## src/rtl/btn_conditioner.sv

```systemverilog
// -----------------------------------------------------------------------------
// btn_conditioner
//   Per-channel push-button conditioning: a 2-flop synchroniser, then a
//   debouncer that accepts a level change only after DEB_CYCLES consecutive
//   stable cycles, then press/release edge pulses. With BTN_AUTOREPEAT_EN
//   defined, a held button also produces auto-repeat press pulses: the first
//   comes REPEAT_DELAY cycles after the accepted press, and later ones follow
//   every REPEAT_RATE cycles.
//
// Configuration macro:
//   BTN_AUTOREPEAT_EN  defined   -> IDLE/HELD FSM and repeat counter present
//                      undefined -> one press pulse per press, btn_rpt tied 0,
//                                   REPEAT_DELAY / REPEAT_RATE ignored
//
// Ports:
//   Clk100M      in   1      system clock, rising edge
//   reset_n      in   1      asynchronous active-low reset
//   btn_raw      in   N_BTN  raw bouncing levels, 1 = pressed
//   btn_level    out  N_BTN  debounced level
//   btn_press    out  N_BTN  1-cycle pulse per accepted press or auto-repeat
//   btn_release  out  N_BTN  1-cycle pulse per accepted release
//   btn_rpt      out  N_BTN  high alongside btn_press for auto-repeat pulses
// -----------------------------------------------------------------------------
module btn_conditioner #(
   parameter int N_BTN        = 3,
   parameter int DEB_CYCLES   = 1000000,
   parameter int REPEAT_DELAY = 50000000,
   parameter int REPEAT_RATE  = 10000000
) (
   input  logic             Clk100M,
   input  logic             reset_n,
   input  logic [N_BTN-1:0] btn_raw,
   output logic [N_BTN-1:0] btn_level,
   output logic [N_BTN-1:0] btn_press,
   output logic [N_BTN-1:0] btn_release,
   output logic [N_BTN-1:0] btn_rpt
);

   // The stored debounce count never exceeds DEB_CYCLES-1, because acceptance
   // clears it. The repeat counter holds values 1..max(DELAY, RATE).
   localparam int DEB_W = $clog2(DEB_CYCLES + 1);

`ifdef BTN_AUTOREPEAT_EN
   localparam int RPT_MAX = (REPEAT_DELAY > REPEAT_RATE) ? REPEAT_DELAY : REPEAT_RATE;
   localparam int RPT_W   = $clog2(RPT_MAX + 1);

   typedef enum logic {ST_IDLE, ST_HELD} state_t;
`endif

   if (DEB_CYCLES < 1 || REPEAT_DELAY < 1 || REPEAT_RATE < 1) begin : g_param_check
      $error("btn_conditioner: DEB_CYCLES, REPEAT_DELAY and REPEAT_RATE must be >= 1");
   end

   for (genvar g = 0; g < N_BTN; g++) begin : g_ch
      logic [1:0]       r_sync;
      logic [DEB_W-1:0] r_deb_cnt;
      logic             r_level;
      logic             r_press;
      logic             r_release;
      logic             w_accept;
      logic             w_rise;
      logic             w_fall;

      // Stage: synchroniser (r_sync[1] is the only copy used downstream)
      always_ff @(posedge Clk100M or negedge reset_n) begin
         if (!reset_n) r_sync <= '0;
         else          r_sync <= {r_sync[0], btn_raw[g]};
      end

      // Stage: debounce. This cycle would be the DEB_CYCLES-th consecutive
      // cycle that differs from the accepted level, so flip now.
      assign w_accept = (r_sync[1] != r_level) &&
                        (r_deb_cnt == DEB_W'(DEB_CYCLES - 1));
      assign w_rise   = w_accept & ~r_level;
      assign w_fall   = w_accept &  r_level;

      always_ff @(posedge Clk100M or negedge reset_n) begin
         if (!reset_n) begin
            r_deb_cnt <= '0;
            r_level   <= 1'b0;
         end else if (r_sync[1] == r_level) begin
            r_deb_cnt <= '0;
         end else if (w_accept) begin
            r_deb_cnt <= '0;
            r_level   <= ~r_level;
         end else begin
            r_deb_cnt <= r_deb_cnt + DEB_W'(1);
         end
      end

`ifdef BTN_AUTOREPEAT_EN
      state_t           r_state;
      logic [RPT_W-1:0] r_rpt_cnt;
      logic             r_rpt;

      // Stage: press/repeat FSM. The pulses are registered on the same edge as
      // the level flip, so they line up with the first cycle of the new level.
      always_ff @(posedge Clk100M or negedge reset_n) begin
         if (!reset_n) begin
            r_state   <= ST_IDLE;
            r_rpt_cnt <= '0;
            r_press   <= 1'b0;
            r_release <= 1'b0;
            r_rpt     <= 1'b0;
         end else begin
            r_press   <= 1'b0;
            r_release <= 1'b0;
            r_rpt     <= 1'b0;
            case (r_state)
               ST_IDLE: begin
                  if (w_rise) begin
                     r_state   <= ST_HELD;
                     r_rpt_cnt <= RPT_W'(REPEAT_DELAY);
                     r_press   <= 1'b1;
                  end
               end
               ST_HELD: begin
                  // A release takes priority over a repeat at terminal count.
                  if (w_fall) begin
                     r_state   <= ST_IDLE;
                     r_release <= 1'b1;
                  end else if (r_rpt_cnt == RPT_W'(1)) begin
                     r_rpt_cnt <= RPT_W'(REPEAT_RATE);
                     r_press   <= 1'b1;
                     r_rpt     <= 1'b1;
                  end else begin
                     r_rpt_cnt <= r_rpt_cnt - RPT_W'(1);
                  end
               end
               default: r_state <= ST_IDLE;
            endcase
         end
      end

      assign btn_rpt[g] = r_rpt;
`else
      // Stage: edge pulses
      always_ff @(posedge Clk100M or negedge reset_n) begin
         if (!reset_n) begin
            r_press   <= 1'b0;
            r_release <= 1'b0;
         end else begin
            r_press   <= w_rise;
            r_release <= w_fall;
         end
      end

      assign btn_rpt[g] = 1'b0;
`endif

      assign btn_level[g]   = r_level;
      assign btn_press[g]   = r_press;
      assign btn_release[g] = r_release;
   end

endmodule
```

## config.mk

```make
export PLATFORM = sky130hd
export DESIGN_NAME = btn_conditioner
export DESIGN_NICKNAME = d
export VERILOG_FILES = /design/src/rtl/btn_conditioner.sv
export SDC_FILE = /design/constraint.sdc
export NUM_CORES = 1
export LEC_CHECK = 0
export BUFFER_PORTS_ARGS = -buffer_cell sky130_fd_sc_hd__buf_2
export CAP_MARGIN = 20
export CELL_PAD_IN_SITES_DETAIL_PLACEMENT = 2
export CELL_PAD_IN_SITES_GLOBAL_PLACEMENT = 2
export CORE_UTILIZATION = 40
export DETAILED_ROUTE_END_ITERATION = 8
export PLACE_DENSITY_LB_ADDON = 0.1
export SYNTH_ARGS = -nofsm -noshare
export SYNTH_HDL_FRONTEND = slang
export SYNTH_SLANG_ARGS = --single-unit
```

## constraint.sdc

```tcl
create_clock -name Clk100M -period 2.84 [get_ports Clk100M]
set_clock_uncertainty 0.1 [all_clocks]
set_input_delay 0.426 -clock Clk100M [delete_from_list [all_inputs] [get_ports Clk100M]]
set_output_delay 0.426 -clock Clk100M [all_outputs]
set_load 0.005 [all_outputs]
```

==> out/qor.txt <==
CLOCK NETWORK
------------------------------------------------------------------------------
Post-CTS Setup Inserts ..........................................            0
CTS hold repair buffers .........................................            0
Clock-pin slew on the worst setup and hold paths ................      0.08 ns
TritonCTS clock tree ............................................         done
Clock H-tree levels .............................................            3
Root buffer selected by CTS .....................................     clkbuf_8
Count of cells resized by post-cts repair .......................            0
Number of buffers created by CTS ................................            9
TritonCTS sink count ............................................           75
Worst-Skew Late Latency .........................................      0.35 ns
Largest buffer count on any clock path ..........................            2

DRT
------------------------------------------------------------------------------
Via Count .......................................................         2611
Total wire length after detailed routing ........................      8377 um
Count of nets left with antenna violations after detail routing .            0
Initial DRT Pass Iterations .....................................            4
Post-DR vias/cell ...............................................        5.474
Routed length per instance ......................................     17.56 um
Starting DRT DRC Count ..........................................           66
Total DRC errors in the routed layout ...........................            0

TIMING
------------------------------------------------------------------------------
Share of the clock period used by the worst path after layout ...       0.7692
Fmax ............................................................    457.8 MHz
Max transition margin ...........................................       0.3563
Post-Route Setup TNS ............................................         0 ns
Final Hold Violating Endpoints ..................................            0
Min Tclk post-route .............................................     2.185 ns
Fin. max-slew vios ..............................................            0
Worst-margin pin slew ...........................................    0.9656 ns
Final count of negative-setup-slack endpoints ...................            0
Final hold slack ................................................   0.07930 ns
Unrepaired setup endpoints after global routing .................           no

PLACE
------------------------------------------------------------------------------
Number of I/O port buffers ......................................           13
Cell area after placement .......................................     3704 um2
DP HPWL .........................................................      5609 um
Final weighted congestion in routability-driven placement .......       0.7375

WORST SETUP PATH
------------------------------------------------------------------------------
Crit path required time .........................................      2.97 ns
Largest fanout on the critical path .............................            4
Worst setup slack for register-to-register paths ................      0.66 ns
Arrival @ worst endpoint ........................................      2.32 ns
CP max stage cell ...............................................        or4_1
Worst Reg2Reg Path Length in Cells ..............................            5
Critical Path Source Type .......................................     register
Ordered list of cells on the worst path ......................... ha_1 -> nand2_1 -> or4_1 -> or2_1 -> mux2_1
Reg2Reg Capture Point ........................................... g_ch[0].r_level
Biggest cell delay along the critical path ......................      0.58 ns
Origin of the critical flop-to-flop path ........................ g_ch[0].r_deb_cnt[0]
Type of the setup path with the least slack .....................      reg2reg
Critical path endpoint category .................................     register

DIE
------------------------------------------------------------------------------
Row cnt .........................................................           34
Total die area ..................................................     9373 um2
Overall die width ...............................................     96.82 um
Initial standard-cell utilization of the core ...................       0.4123
Top-Level Pins ..................................................           17
Chip Height .....................................................     96.82 um
Area of the core ................................................     8721 um2

LOGIC SYNTHESIS
------------------------------------------------------------------------------
Flip-flop and latch count after synthesis .......................           75
Ranking of synthesized cells by instance count .................. 75 x dfrtp_1, 46 x nor2_1, 30 x xnor2_1
Count of mapped cells out of synthesis ..........................          354
YS warnings .....................................................            0
Post-Synthesis Cell Area ........................................     3596 um2
Distinct cells, synth ...........................................           38
Portion of the post-synthesis area used by sequential elements ..       0.5219
Synthesized area per cell .......................................    10.16 um2
Most used DFF post-synth ........................................      dfrtp_1
Synth top area cells ............................................ dfrtp_1 52%, xnor2_1 7.3%, nor2_1 4.8%
Async S/R FF share, synth .......................................        1.000
Synth top area share ............................................       0.5219
Number of flops mapped to enable cells by yosys .................            0
Most common cell in the synthesized netlist .....................      dfrtp_1
Post-synth top area cell ........................................      dfrtp_1

GLOBAL ROUTING
------------------------------------------------------------------------------
Initial antenna violation count .................................            0
GRT Residual Overflow ...........................................            0
Overall routing resource usage ..................................       0.1910
Maximum number of pins on one net before global-route repair ....           76
Number of global-route vias before repair .......................         2836
Wire length of the first global-routing pass ....................     14350 um

LAYOUT
------------------------------------------------------------------------------
Final instance area .............................................     3923 um2
Area growth syn-to-layout .......................................       9.081%
Fraction of layout cells with a size suffix above 1 .............       0.1192
N_diodes ........................................................            0
Register Area ...................................................     1877 um2
Number of fill cells in the layout ..............................          945
Total Nets Final ................................................          372
Area of the multi-input gates ...................................     1545 um2

HOLD PATH
------------------------------------------------------------------------------
Hold path endpoint .............................................. g_ch[1].r_sync[0]
Origin of the worst min-delay path ..............................   btn_raw[1]
Hold WC Path Type ...............................................       in2reg
Number of stages on the worst hold path .........................            1

POWER
------------------------------------------------------------------------------
Max VDD drop ....................................................     236.7 uV
Logic gate share of total power .................................        0.032
Pwr dens ........................................................ 531.8 nW/um2
Clock network fraction of total power ...........................        0.443
Cell internal pwr ...............................................   0.001621 W
Sequential power share ..........................................        0.525
Switching power total ...........................................  0.0004655 W
P_leak ..........................................................     1.597 nW
Fraction of power spent switching nets ..........................       0.2231

JOB
------------------------------------------------------------------------------
Max-Cap Viols ...................................................            0

RUN STATUS
------------------------------------------------------------------------------
Run status ...................................................... finished clean

==> metal layers <==
layer  up-vias  part of all wire  track usage
met5         -                 0            0
met4         0            0.0069      0.04478
met3         5             0.023      0.04769
met2        23              0.52       0.3326
met1      1340              0.45       0.2377
li1       1243                 -            -
==> worst max-delay path: cells and delay by family, from the launching register on <==
kind / cells / cell delay, ns
and+or+nand+nor: 3 / 0.99
DFF: 1 / 0.39
muxes: 1 / 0.32
adders and majority gates: 1 / 0.27
==> placed cells by master, fill, tap and decap left out, drive strengths merged, types with 3 or more instances in the layout <==
cell | netlist | routed
conb | 1 | 3
nor4 | 9 | 9
buf | 17 | 17
o21ai | 6 | 6
nor3b | 5 | 5
clkbuf | 3 | 12
nand4 | 11 | 11
nand3b | 3 | 3
or3 | 7 | 7
nor4b | 3 | 3
or2 | 6 | 6
a21oi | 16 | 16
or4 | 15 | 15
xnor2 | 30 | 30
nand3 | 18 | 18
nor2 | 46 | 46
and3 | 4 | 4
nor3 | 11 | 11
inv | 13 | 13
o31ai | 12 | 12
ha | 3 | 3
nand2 | 19 | 19
dfrtp | 75 | 75
xor2 | 13 | 13
==> cell families (layout without fill, tap and decap cells) <==
| kind of cell | Yosys count | after routing | synth area share |
|---|---|---|---|
| XOR/XNOR | 43 | 43 | 0.1047 |
| flip-flops | 75 | 75 | 0.5219 |
| AND/OR/NAND/NOR | 163 | 163 | 0.2495 |
| multiplexers | 1 | 1 | 0.003131 |
| AO/OA/AOI/OAI | 35 | 35 | 0.05881 |
| buffers and inverters | 33 | 46 | 0.05045 |
| other | 1 | 3 | 0.001043 |
| adder cells (fa/ha/maj) | 3 | 3 | 0.01044 |
==> power groups by stage <==
stage	clock network, W	logic, W	registers [W]
after floorplan	0	0.0000355	0.00111
after global placement	0	0.0000679	0.00112
after detailed placement	0	0.0000705	0.00112
after CTS	0.000959	0.0000710	0.00110
after global routing	0.000994	0.0000782	0.00110
final	0.000924	0.0000669	0.00110
==> flip-flops by register name, summed over array words and instances (netlist names) <==
signal,cells
g_ch.r_sync,6
g_ch.r_deb_cnt,60
g_ch.r_level,3
g_ch.r_release,3
g_ch.r_press,3
==> stage by stage <==
| step | worst slack (ns) | utilization | total power (W) | cells |
|---|---|---|---|---|
| after floorplan | 0.8506 | - | 0.001148 | 356 |
| after global placement | 0.7841 | 0.4247 | 0.001183 | 461 |
| after detailed placement | 0.7012 | 0.4247 | 0.001188 | 461 |
| after CTS | 0.6401 | 0.4498 | 0.002126 | 477 |
| after global routing | 0.5282 | 0.4498 | 0.002171 | 477 |
| final | 0.6555 | 0.4498 | 0.002086 | 477 |
==> final cells by class <==
cell class                      instances  share of cell area
Clock buffer                           12             0.03700
Inverter                               13             0.01244
Clock inverter                          4             0.01882
Multi-Input combinational cell        248              0.3939
Tap cell                              108             0.03445
Timing Repair Buffer                   17             0.02488
Sequential cell                        75              0.4785
==> worst max path at each step <==
stage,startpoint,to,slack [ns],depth (start not counted)
after floorplan,g_ch[0].r_deb_cnt[0],g_ch[0].r_level,0.85,5
after global placement,g_ch[0].r_deb_cnt[0],g_ch[0].r_level,0.78,5
after detailed placement,g_ch[0].r_deb_cnt[0],g_ch[0].r_level,0.70,5
after CTS,g_ch[0].r_deb_cnt[0],g_ch[0].r_level,0.64,5
after global routing,g_ch[0].r_deb_cnt[0],g_ch[0].r_level,0.53,5
final,g_ch[0].r_deb_cnt[0],g_ch[0].r_level,0.66,5
Note: power is estimated with default switching activity, not from simulation.
